## src/rtl/alu_writeback.sv

```systemverilog
// alu_writeback: execute/writeback stage behind the combinational ALU.
//   Captures ALU results on the exec1 strobe and drives the register-file
//   write port. Owns the architectural status register and stack pointer.
//   MUL is split into two writes (low word to Rd, high word to Rd+1), and
//   further issue is stalled while the high-word write is pending.
// Ports:
//   clk, reset_n           - rising-edge clock, async active-low reset
//   exec1                  - execute strobe, sampled on the rising edge
//   encoded_opcode         - decoded opcode of the instruction in execute
//   reg_write_addr         - destination register Rd
//   aluout1 / aluout2      - ALU primary result / secondary (MUL high word)
//   statusregout           - next status value from the ALU
//   decremented_stack_reg  - next stack pointer from the ALU
//   rf_we/rf_waddr/rf_wdata- register-file write port (registered)
//   status_reg, stack_reg  - architectural status register / stack pointer
//   busy                   - MUL high-word write pending; exec1 ignored
//   done                   - pulse when an instruction's final writeback shows
module alu_writeback #(
  parameter int unsigned      DATA_W   = 16,
  parameter int unsigned      SR_W     = 8,
  parameter int unsigned      SP_W     = 12,
  parameter int unsigned      ADDR_W   = 3,
  parameter logic [SP_W-1:0]  SP_RESET = 12'hFFF
) (
  input  logic              clk,
  input  logic              reset_n,
  input  logic              exec1,
  input  logic [5:0]        encoded_opcode,
  input  logic [ADDR_W-1:0] reg_write_addr,
  input  logic [DATA_W-1:0] aluout1,
  input  logic [DATA_W-1:0] aluout2,
  input  logic [SR_W-1:0]   statusregout,
  input  logic [SP_W-1:0]   decremented_stack_reg,
  output logic              rf_we,
  output logic [ADDR_W-1:0] rf_waddr,
  output logic [DATA_W-1:0] rf_wdata,
  output logic [SR_W-1:0]   status_reg,
  output logic [SP_W-1:0]   stack_reg,
  output logic              busy,
  output logic              done
);

  typedef enum logic {IDLE, HI} state_t;
  typedef enum logic [2:0] {CLS_NOP, CLS_WR1, CLS_MUL, CLS_FLAG, CLS_STK} op_class_t;

  state_t            state_q, state_d;
  op_class_t         op_class;
  logic [ADDR_W-1:0] hi_addr_q, hi_addr_d;
  logic [DATA_W-1:0] hi_data_q, hi_data_d;

  logic              we_d, done_d, busy_d;
  logic [ADDR_W-1:0] waddr_d;
  logic [DATA_W-1:0] wdata_d;
  logic [SR_W-1:0]   sr_d;
  logic [SP_W-1:0]   sp_d;

  always_comb begin
    op_class = CLS_NOP;
    case (encoded_opcode) inside
      6'h03, 6'h06, 6'h07, 6'h08, 6'h09, 6'h0B, 6'h0C, 6'h0D, 6'h0E,
      6'h11, 6'h12, 6'h13, 6'h14, 6'h17, 6'h1D, 6'h1E, 6'h1F, 6'h22:
        op_class = CLS_WR1;
      6'h21:
        op_class = CLS_MUL;
      6'h15, 6'h16, [6'h29:6'h36]:
        op_class = CLS_FLAG;
      6'h24, 6'h26:
        op_class = CLS_STK;
      default:
        op_class = CLS_NOP;
    endcase
  end

  always_comb begin
    state_d   = state_q;
    hi_addr_d = hi_addr_q;
    hi_data_d = hi_data_q;
    we_d      = 1'b0;
    done_d    = 1'b0;
    busy_d    = 1'b0;
    waddr_d   = rf_waddr;
    wdata_d   = rf_wdata;
    sr_d      = status_reg;
    sp_d      = stack_reg;

    case (state_q)
      IDLE: begin
        if (exec1) begin
          case (op_class)
            CLS_WR1: begin
              we_d    = 1'b1;
              waddr_d = reg_write_addr;
              wdata_d = aluout1;
              done_d  = 1'b1;
              sr_d    = statusregout;
            end
            CLS_MUL: begin
              we_d      = 1'b1;
              waddr_d   = reg_write_addr;
              wdata_d   = aluout1;
              busy_d    = 1'b1;
              sr_d      = statusregout;
              hi_addr_d = reg_write_addr + ADDR_W'(1);
              hi_data_d = aluout2;
              state_d   = HI;
            end
            CLS_FLAG: begin
              done_d = 1'b1;
              sr_d   = statusregout;
            end
            CLS_STK: begin
              done_d = 1'b1;
              sp_d   = decremented_stack_reg;
            end
            default: done_d = 1'b1;
          endcase
        end
      end
      HI: begin
        // exec1 is deliberately not looked at here: the strobe is dropped.
        we_d    = 1'b1;
        waddr_d = hi_addr_q;
        wdata_d = hi_data_q;
        done_d  = 1'b1;
        state_d = IDLE;
      end
      default: state_d = IDLE;
    endcase
  end

  always_ff @(posedge clk or negedge reset_n) begin
    if (!reset_n) begin
      state_q    <= IDLE;
      hi_addr_q  <= '0;
      hi_data_q  <= '0;
      rf_we      <= 1'b0;
      rf_waddr   <= '0;
      rf_wdata   <= '0;
      done       <= 1'b0;
      busy       <= 1'b0;
      status_reg <= '0;
      stack_reg  <= SP_RESET;
    end else begin
      state_q    <= state_d;
      hi_addr_q  <= hi_addr_d;
      hi_data_q  <= hi_data_d;
      rf_we      <= we_d;
      rf_waddr   <= waddr_d;
      rf_wdata   <= wdata_d;
      done       <= done_d;
      busy       <= busy_d;
      status_reg <= sr_d;
      stack_reg  <= sp_d;
    end
  end

endmodule

```

## config.mk

```make
export PLATFORM = sky130hd
export DESIGN_NAME = alu_writeback
export DESIGN_NICKNAME = d
export VERILOG_FILES = /design/src/rtl/alu_writeback.sv
export SDC_FILE = /design/constraint.sdc
export NUM_CORES = 1
export LEC_CHECK = 0
export CORE_UTILIZATION = 45
export CTS_BUF_LIST = sky130_fd_sc_hd__clkbuf_8 sky130_fd_sc_hd__clkbuf_16
export DETAILED_ROUTE_END_ITERATION = 12
export PLACE_DENSITY = 0.9
export SLEW_MARGIN = 5
export SYNTH_ARGS = -nofsm -noshare
export SYNTH_HDL_FRONTEND = slang
export SYNTH_SLANG_ARGS = --single-unit
export TNS_END_PERCENT = 5
```

## constraint.sdc

```tcl
create_clock -name clk -period 1.7 [get_ports clk]
set_input_delay 0.34 -clock clk [delete_from_list [all_inputs] [get_ports clk]]
set_output_delay 0.34 -clock clk [all_outputs]
set_load 0.02 [all_outputs]
```

# Word-level counts from Yosys, hierarchy flattened
# Index checks and enable logic that the tools add are counted.
# word_totals
rom_bits	0
elab_cells	73
latch_bits	0
inputBits	64
reg_bits	62
mem_bits_rw	0
mem_count	0
output_inout_bits	42
# op_classes
n_eq_ne	29
n_mul	0
add_sub_neg	1
n_shift	0
reduce_logical	10
n_mux	20
div_mod_pow	0
magnitude_cmp	2
n_bitwise	1
# ops
cell	count
$eq A6 B5 Y1 const B	10
$eq A6 B4 Y1 const B	6
$mux W16	2
$pmux W16 S2	1
$eq A6 B6 Y1 const B	4
$mux W3	6
$reduce_or A18 Y1	1
$eq A6 B3 Y1 const B	2
$reduce_and A3 Y1	3
$mux W1	7
$eq A3 B2 Y1 const B	2
$eq A6 B2 Y1 const B	1
$ge A6 B6 Y1 const B	1
$le A6 B6 Y1 const B	1
$pmux W1 S2	3
$pmux W3 S2	1
$reduce_or A3 Y1	2
$ne A2 B2 Y1 const B	2
$reduce_or A2 Y1	2
$add A3 B1 Y3 const B	1
$eq A3 B1 Y1 const B	1
$eq A3 B3 Y1 const B	1
$reduce_and A2 Y1	1
$logic_and A1 B1 Y1	1
$not A1 Y1	1

# Longest topological paths before layout
# Gate-level depths: netlist of run 1.
# logic_depth
word_depth	11
ltp_mapped	8
depth_no_buf	5

# Worst setup path before layout of run 1
# Ideal clock, no wire load.
# synth_path
kind	input-to-reg
from	input port encoded_opcode[4]
to	register status_reg[0]
t_arrival_ps	1676
setup_ps	125
required_ps	1575
n_path_buf	1
slack_ps	-100
stages	5
cell_sequence	buf_4 a2111oi_1 a211oi_2 a31oi_4 mux2_2
# synth_between
elab_chain_cells	9
word_cells_on_any_way	38
cone_classes	2 x order compare; 26 x eq/ne; 4 x mux; 6 x reduce/logical
# synth_rtl
element	line_no	text
from (decl)	28	input logic [5:0] encoded_opcode,
$ge A6 B6 Y1 (no line) (tied with other cells)	--	
$logic_and A1 B1 Y1 (no line) / $reduce_or A2 Y1 (equally long branches)	--	
$reduce_or A3 Y1 / $mux W3 (equally long branches)	59	case (encoded_opcode) inside
$mux W3 (2 in a row)	59	
$mux W3 (*)	59	
$eq A3 B2 Y1 / $eq A3 B1 Y1 (equally long branches)	89	case (op_class)
$reduce_or A3 Y1 (no line) (*)	--	
$reduce_and A3 Y1 (no line) (*)	--	
to (signal assigned)	152	status_reg <= sr_d;
to (decl)	37	output logic [SR_W-1:0] status_reg,
# Mark *: on every way between the ends. The rest lies on a longest branch, timed or not.
# A chain may end at the register's enable or synchronous reset.

# Worst setup path after layout of run 1
# layout_path
from	register status_reg[6]
to	output port status_reg[6]
# No word-level cell between the ends.

==> results of run 1 <==
cell usage after synthesis, types with 2 or more instances:
| library cell | number | share of area |
|---|---|---|
| sky130_fd_sc_hd__dfrtp_1 | 49 | 0.40 |
| sky130_fd_sc_hd__mux2_2 | 21 | 0.078 |
| sky130_fd_sc_hd__nand3_1 | 20 | 0.033 |
| sky130_fd_sc_hd__a22oi_1 | 19 | 0.047 |
| sky130_fd_sc_hd__nand4_1 | 19 | 0.039 |
| sky130_fd_sc_hd__mux2_4 | 15 | 0.074 |
| sky130_fd_sc_hd__o2111ai_1 | 15 | 0.043 |
| sky130_fd_sc_hd__buf_2 | 13 | 0.021 |
| sky130_fd_sc_hd__dfstp_2 | 12 | 0.10 |
| sky130_fd_sc_hd__clkbuf_1 | 7 | 0.0086 |
| sky130_fd_sc_hd__nand2_1 | 7 | 0.0086 |
| sky130_fd_sc_hd__inv_1 | 4 | 0.0049 |
| sky130_fd_sc_hd__o211ai_1 | 4 | 0.0099 |
| sky130_fd_sc_hd__o21ai_0 | 4 | 0.0066 |
| sky130_fd_sc_hd__buf_6 | 3 | 0.011 |
| sky130_fd_sc_hd__nor2b_1 | 3 | 0.0062 |
| sky130_fd_sc_hd__a21oi_1 | 2 | 0.0033 |
| sky130_fd_sc_hd__buf_4 | 2 | 0.0049 |
| sky130_fd_sc_hd__nand2b_4 | 2 | 0.0090 |
| sky130_fd_sc_hd__nor2_1 | 2 | 0.0025 |
worst register-to-register path: stages (launching register included):
cell and delay [ns]:
sky130_fd_sc_hd__dfrtp_1 0.45, sky130_fd_sc_hd__buf_4 0.26, sky130_fd_sc_hd__clkinv_1 0.28, sky130_fd_sc_hd__buf_12 0.26, sky130_fd_sc_hd__o2111ai_1 0.11, sky130_fd_sc_hd__nand3_1 0.12
power by group through the flow:
stage	Combinational, mW	Clock (mW)	Sequential [mW]
floorplan	0.480	0	2.27
finish	1.54	1.27	1.98
CTS	1.54	1.28	1.98
detailed placement	1.58	0	2.01
global route	1.64	1.35	2.02
global placement	1.54	0	1.99
kinds of logic (layout without fill, tap and decap cells):
family	Yosys count	count (layout)	synth area share
compound gates	58	58	0.155
xor+xnor	2	2	0.00575
fa+ha+maj	1	1	0.00410
buf+inv	31	159	0.0534
flops	61	61	0.506
mux	38	38	0.158
simple gates	60	62	0.118
timing repair:
| action | in CTS | in global routing |
|---|---|---|
| buffers inserted | 1 | 2 |
| hold buffers | 1 | 0 |
| pin swaps | 3 | 3 |
| cloned | 3 | 0 |
| endpoints found under the setup margin | 67 | 44 |
| resized for setup | 42 | 31 |
| endpoints found under the hold margin | 8 | 0 |
through the flow:
stage	total power, mW	hold slack, ns
finish	4.79	0.487
global placement	3.53	0.326
detailed placement	3.59	0.326
CTS	4.81	0.487
global route	5.01	0.521
floorplan	2.75	0.0444
final timing paths:
path	depth (start not counted)	from	endpoint
max in group asynchronous	3	reset_n	stack_reg[9]
min reg2reg	2	hi_addr_q[0]	hi_addr_q[0]
min in group asynchronous	2	reset_n	status_reg[6]
max	1	status_reg[6]	status_reg[6]
max reg2reg	5	busy	rf_wdata[10]
min	2	hi_addr_q[0]	hi_addr_q[0]
metal layers:
| layer | vias up | global-route usage |
|---|---|---|
| li1 | 1233 | - |
| met1 | 1341 | 0.311 |
| met2 | 144 | 0.455 |
| met3 | 13 | 0.0698 |
| met4 | 0 | 0.100 |
| met5 | - | 0 |
final cells by class:
class | count | area share
sequential | 61 | 0.328
multi-input combinational | 161 | 0.313
timing repair buffer | 138 | 0.293
clock buffer | 9 | 0.0264
tap | 77 | 0.0205
clock inverter | 7 | 0.0144
inverter | 5 | 0.00399
==> metrics.log, run 1 <==
INFO  metric route.layer.met1.wl = about 3600 um
INFO  metric route.detailed.vias_per_inst = about 6.0
INFO  metric slowest_delay = 0.62 ns
INFO  metric fin_worst_skew = 0.0126 ns
INFO  metric clock_tree_from_tritoncts = yes
INFO  metric dr_wl_met3 = 727 um
INFO  metric die_area = roughly 7000 um^2
INFO  metric violated_checks = DRC
INFO  metric grt_pass1_vias = about 2800
INFO  metric netSwitchingPower = 1.54 mW
INFO  metric first_pass_grt_wire_length = roughly 14000 um
INFO  metric setup_viol_count_final = 0
INFO  metric worst_setup_hold_path_clk_slew = approximately 0.07 ns
INFO  metric final_cell_area = 4700 um^2
INFO  metric die_w = between 80 and 90 um
INFO  metric place.gp.congestion = a little over 0.8
INFO  metric postRouteWirelength = 8870 um
INFO  metric synthesis.area = 3050 um^2
INFO  metric critPathCaptureType = primary output
INFO  metric critPathTopFamily = buffers and inverters
INFO  metric max_freq = 598 MHz
INFO  metric max_cap_violations = 0
INFO  metric final_layout_size_suffix_gt1_frac = 0.318
INFO  metric cts-htree-levels = 3
INFO  metric finalCoreUtilization = 0.727
INFO  metric met2_length = 4450 um
INFO  metric status = finished, violations left
INFO  metric grt_ovf = 0
INFO  metric worst_pin_slew = 0.507 ns
INFO  metric layout.cells.most_common_list = sky130_fd_sc_hd__clkdlybuf4s50_1 (68), sky130_fd_sc_hd__dfrtp_1 (49), sky130_fd_sc_hd__mux2_2 (21), sky130_fd_sc_hd__dlygate4sd2_1 (21), sky130_fd_sc_hd__nand3_1 (20)
INFO  metric io_pins = 106
INFO  metric criticalPathCategory = flip-flop to primary output
INFO  metric critical_path_buf_inv_count = 1
INFO  metric die_y = 84.3 um
INFO  metric min-delay-path-class = flip-flop to flip-flop
INFO  metric startpoint_type = flip-flop
INFO  metric total_leakage_power = 2.17 nW
INFO  metric io_buffers = 105
INFO  metric rsz0062_at_grt = yes
INFO  metric grt_util_all_layers = 0.262
INFO  metric synthCells = 251
INFO  metric synth_seq_area_share = 0.506
INFO  metric antenna_found_initial = 0
INFO  metric final_critical_period = 1.67 ns
INFO  metric slew_violations = 0
INFO  metric path_max_fanout = 2
INFO  metric tritoncts_num_sinks = 61
INFO  metric worst_slew_margin_rel = 0.662
INFO  metric sequential_cell_area = 1540 um^2
INFO  metric setup_tns = 0 ns
INFO  metric drt-wirelength-per-cell = 19.4 um
INFO  metric yosys_register_bits = 61
INFO  metric finalHoldViolCount = 0
INFO  metric grt_start_max_net_pins = 31
INFO  metric cts_max_path_buffers = 2
INFO  metric power_per_cell_area = 1020 nW/um^2
INFO  metric postSynthAreaPerCell = 12.1 um^2
INFO  metric max-vdd-ir-drop = 0.814 mV
INFO  metric drcViolationCount = 6
INFO  metric final.period_utilization = 0.984
INFO  metric crit_path_slowest_cell = sky130_fd_sc_hd__clkdlybuf4s50_1
INFO  metric worstPathRequired = ~1.4 ns
INFO  metric p_comb_frac = 0.322
INFO  metric finalWorstSetupSlack = 0.0267 ns
INFO  metric 1st_pass_router_iterations = 9
INFO  metric power.sequential.fraction = 0.414
INFO  metric filler_cell_count = 404
INFO  metric initial_core_util = 0.472
INFO  metric fin_cells = 458
INFO  metric final_antenna_net_count = 0
INFO  metric asyncSetResetFlopFracSynth = 1.00
INFO  metric cts_buffers = 9
INFO  metric postSynthNetCount = 316
INFO  metric yosys.cell_types.count = 48
INFO  metric multi_input_area = 1470 um^2
INFO  metric synth_flop_cell = sky130_fd_sc_hd__dfrtp_1
INFO  metric cts_root_buffer = sky130_fd_sc_hd__clkbuf_8
INFO  metric clock_power_share = 0.264
INFO  metric row_count = 29
INFO  metric synth-edff-count = 0
INFO  metric detailedRoute.firstIterationViolations = 188
INFO  metric routed-via-count = between 2000 and 3000
INFO  metric placedInstanceArea = 4350 um^2
INFO  metric numPlacedInstances = 435
INFO  metric growth_of_design_area_from_synthesis_to_finish = 54.1%
INFO  metric detailed_place_hpwl = 6010 um
INFO  metric place_ws = -0.696 ns
INFO  metric layout.cells.most_common = sky130_fd_sc_hd__clkdlybuf4s50_1
INFO  metric layout_nets = between 400 and 500
INFO  metric top_signal_layer_used = met4
INFO  metric arrival = between 1 and 1.5 ns
INFO  metric antenna_cells_inserted = 0
INFO  metric cp_cell_sequence = clkdlybuf4s50_1
INFO  metric ys_warn_count = 0
INFO  metric clk-insertion-delay-late = 0.34 ns
INFO  metric setup.reg_to_reg.worst_slack = 0.09 ns
INFO  metric p_int = 3.25 mW
INFO  metric swShare = 0.322
INFO  metric core_area = 6460 um^2
(Power assumes the default switching activity.)
==> run 2: changes to the inputs <==
- CORE_MARGIN: default -> 2
==> metrics.log, run 2 (synthesized netlist as in run 1, its figures left out) <==
INFO  metric growth_of_design_area_from_synthesis_to_finish = 50.4%
INFO  metric tritoncts_num_sinks = 61 (unchanged)
INFO  metric placedInstanceArea = 4360 um^2 (+0.29%)
INFO  metric postRouteWirelength = 8600 um (-3.1%)
INFO  metric total_leakage_power = 2.13 nW (-2.2%)
INFO  metric final_critical_period = 1.64 ns (-0.0312 ns)
INFO  metric drt-wirelength-per-cell = 18.8 um (-2.9%)
INFO  metric arrival = 1.87 ns (+0.54 ns)
INFO  metric layout_nets = 440 (-0.23%)
INFO  metric worst_slew_margin_rel = 0.784 (+0.123)
INFO  metric path_max_fanout = 8 (+6)
INFO  metric fin_worst_skew = 0.00386 ns (-0.00878 ns)
INFO  metric totalPowerFinal = 4.86 mW (+1.5%)
INFO  metric detailed_place_hpwl = 6020 um (+0.22%)
INFO  metric max_freq = 609 MHz (+1.9%)
INFO  metric finalCoreUtilization = 0.710 (-0.0176)
INFO  metric max_cap_violations = 0 (unchanged)
INFO  metric hold_worst_slack = 0.449 ns (-0.0380 ns)
INFO  metric final_cell_area = 4580 um^2 (-2.4%)
INFO  metric antenna_cells_inserted = 0 (unchanged)
INFO  metric initial_core_util = 0.472 (unchanged)
INFO  metric crit_path_slowest_cell = sky130_fd_sc_hd__mux2_2
INFO  metric worst_setup_hold_path_clk_slew = 0.07 ns (about the same)
INFO  metric cts_buffers = 9 (unchanged)
INFO  metric grt_pass1_vias = 2743 (-2.1%)
INFO  metric cts.repair_timing.setup_buffer_count = 0 (-1)
INFO  metric cts_root_buffer = sky130_fd_sc_hd__clkbuf_8
INFO  metric slew_violations = 0 (unchanged)
INFO  metric layout.cells.most_common_list = sky130_fd_sc_hd__clkdlybuf4s50_1 (65), sky130_fd_sc_hd__dfrtp_1 (49), sky130_fd_sc_hd__buf_4 (29)
INFO  metric die_w = 86.3 um (+2.4%)
INFO  metric detailedRoute.firstIterationViolations = 192 (+2.1%)
INFO  metric die_y = 86.3 um (+2.4%)
INFO  metric layout.cells.most_common = sky130_fd_sc_hd__clkdlybuf4s50_1
INFO  metric drcViolationCount = 0 (-6)
INFO  metric clock_tree_from_tritoncts = yes
INFO  metric critical_path_buf_inv_count = 2 (+1)
INFO  metric clk-insertion-delay-late = 0.35 ns (about the same)
INFO  metric place.gp.congestion = 0.740 (-10%)
INFO  metric row_count = 29 (unchanged)
INFO  metric first_pass_grt_wire_length = 13800 um (-3.9%)
INFO  metric setup_viol_count_final = 0 (unchanged)
INFO  metric min-delay-path-class = input port to flip-flop
INFO  metric io_pins = 106 (unchanged)
INFO  metric grt_util_all_layers = 0.242 (-0.0204)
INFO  metric filler_cell_count = 446 (+10%)
INFO  metric cts-htree-levels = 3 (unchanged)
INFO  metric grt_ovf = 0 (unchanged)
INFO  metric finalHoldViolCount = 0 (unchanged)
INFO  metric cts_max_path_buffers = 2 (unchanged)
INFO  metric power_per_cell_area = 1060 nW/um^2 (+4.0%)
INFO  metric antenna_found_initial = 0 (unchanged)
INFO  metric core_area = 6460 um^2 (unchanged)
INFO  metric startpoint_type = input port
INFO  metric final_layout_size_suffix_gt1_frac = 0.297 (-0.0202)
INFO  metric max-vdd-ir-drop = 0.750 mV (-7.9%)
INFO  metric worst_pin_slew = 0.323 ns (-0.185 ns)
INFO  metric grt_start_max_net_pins = 62 (+100%)
INFO  metric route.detailed.vias_per_inst = 5.81 (-2.5%)
INFO  metric worstPathRequired = 1.93 ns (+0.57 ns)
INFO  metric slowest_delay = 0.38 ns (-0.24 ns)
INFO  metric io_buffers = 105 (unchanged)
INFO  metric final_antenna_net_count = 0 (unchanged)
INFO  metric rsz0062_at_grt = yes
INFO  metric 1st_pass_router_iterations = 4 (-5)
INFO  metric routed-via-count = 2656 (-2.7%)
INFO  metric cp_cell_sequence = clkdlybuf4s15_1 -> buf_4 -> nor2b_2 -> mux2i_1 -> o2111a_1 -> a31oi_4 -> mux2_2
INFO  metric critPathCaptureType = flip-flop
INFO  metric die_area = 7450 um^2 (+4.8%)
INFO  metric criticalPathCategory = input port to flip-flop
INFO  metric status = finished clean
INFO  metric critPathTopFamily = buffers and inverters
INFO  metric final.period_utilization = 0.966 (-0.0184)
## run 2: per-stage QoR
stage / setup slack (ns) / instances / TNS, ns
after detailed placement: -0.644 / 440 / -30.35
after global routing: -0.00822 / 457 / -0.00822
after floorplan: -0.0878 / 251 / -1.66
after global placement: -0.622 / 440 / -30.42
after CTS: -0.0147 / 457 / -0.0147
final: 0.0579 / 457 / 0
## run 2: power by group
part           internal, mW  switching (mW)
clock network         0.802           0.600
logic                 0.750           0.721
registers              1.78           0.207
## run 2: worst paths after layout
kind	from	slack (ns)	to	cells after the start
max in group asynchronous	reset_n	0.87	stack_reg[1]	3
max	encoded_opcode[5]	0.06	status_reg[4]	7
min in group asynchronous	reset_n	0.53	hi_data_q[13]	3
min reg2reg	hi_addr_q[0]	0.49	hi_addr_q[0]	2
max reg2reg	busy	0.16	stack_reg[2]	5
min	encoded_opcode[2]	0.45	done	4
## run 2: what timing repair did
item                       4_1_cts  5_1_grt
hold endpoints to repair         5        0
hold buffers                     1        0
gates resized for setup         34       18
pin swaps                        1        2
setup endpoints to repair       82       52
## run 2: worst reg2reg max path, stage by stage, from the launching register on
cell and delay [ns]:
sky130_fd_sc_hd__dfrtp_1 0.42, sky130_fd_sc_hd__nor2b_2 0.23, sky130_fd_sc_hd__buf_4 0.18, sky130_fd_sc_hd__nand4b_1 0.13
sky130_fd_sc_hd__buf_4 0.22, sky130_fd_sc_hd__mux2_2 0.30
## run 2: final cells by class
class	instances	area (um^2)	share of cell area
Clock buffer	12	165	0.0360
Clock inverter	4	53.8	0.0117
Multi-Input combinational cell	159	1370	0.300
Tap cell	77	96.3	0.0210
Timing Repair Buffer	139	1340	0.291
Inverter	5	18.8	0.00409
Sequential cell	61	1540	0.336
## run 2: routing by layer
layer,track usage,part of all wire
met5,0,0
met4,0.0952,0.016
met2,0.400,0.51
met3,0.0762,0.078
met1,0.295,0.40
==> run 3: changes to the inputs <==
- CTS_BUF_LIST: sky130_fd_sc_hd__clkbuf_8 sky130_fd_sc_hd__clkbuf_16 -> sky130_fd_sc_hd__clkbuf_4 sky130_fd_sc_hd__clkbuf_8 sky130_fd_sc_hd__clkbuf_16
- CTS_CLUSTER_SIZE: default -> 20
==> results of run 3 <==
The final DEF is identical to that of run 2; final timing and power are the same.
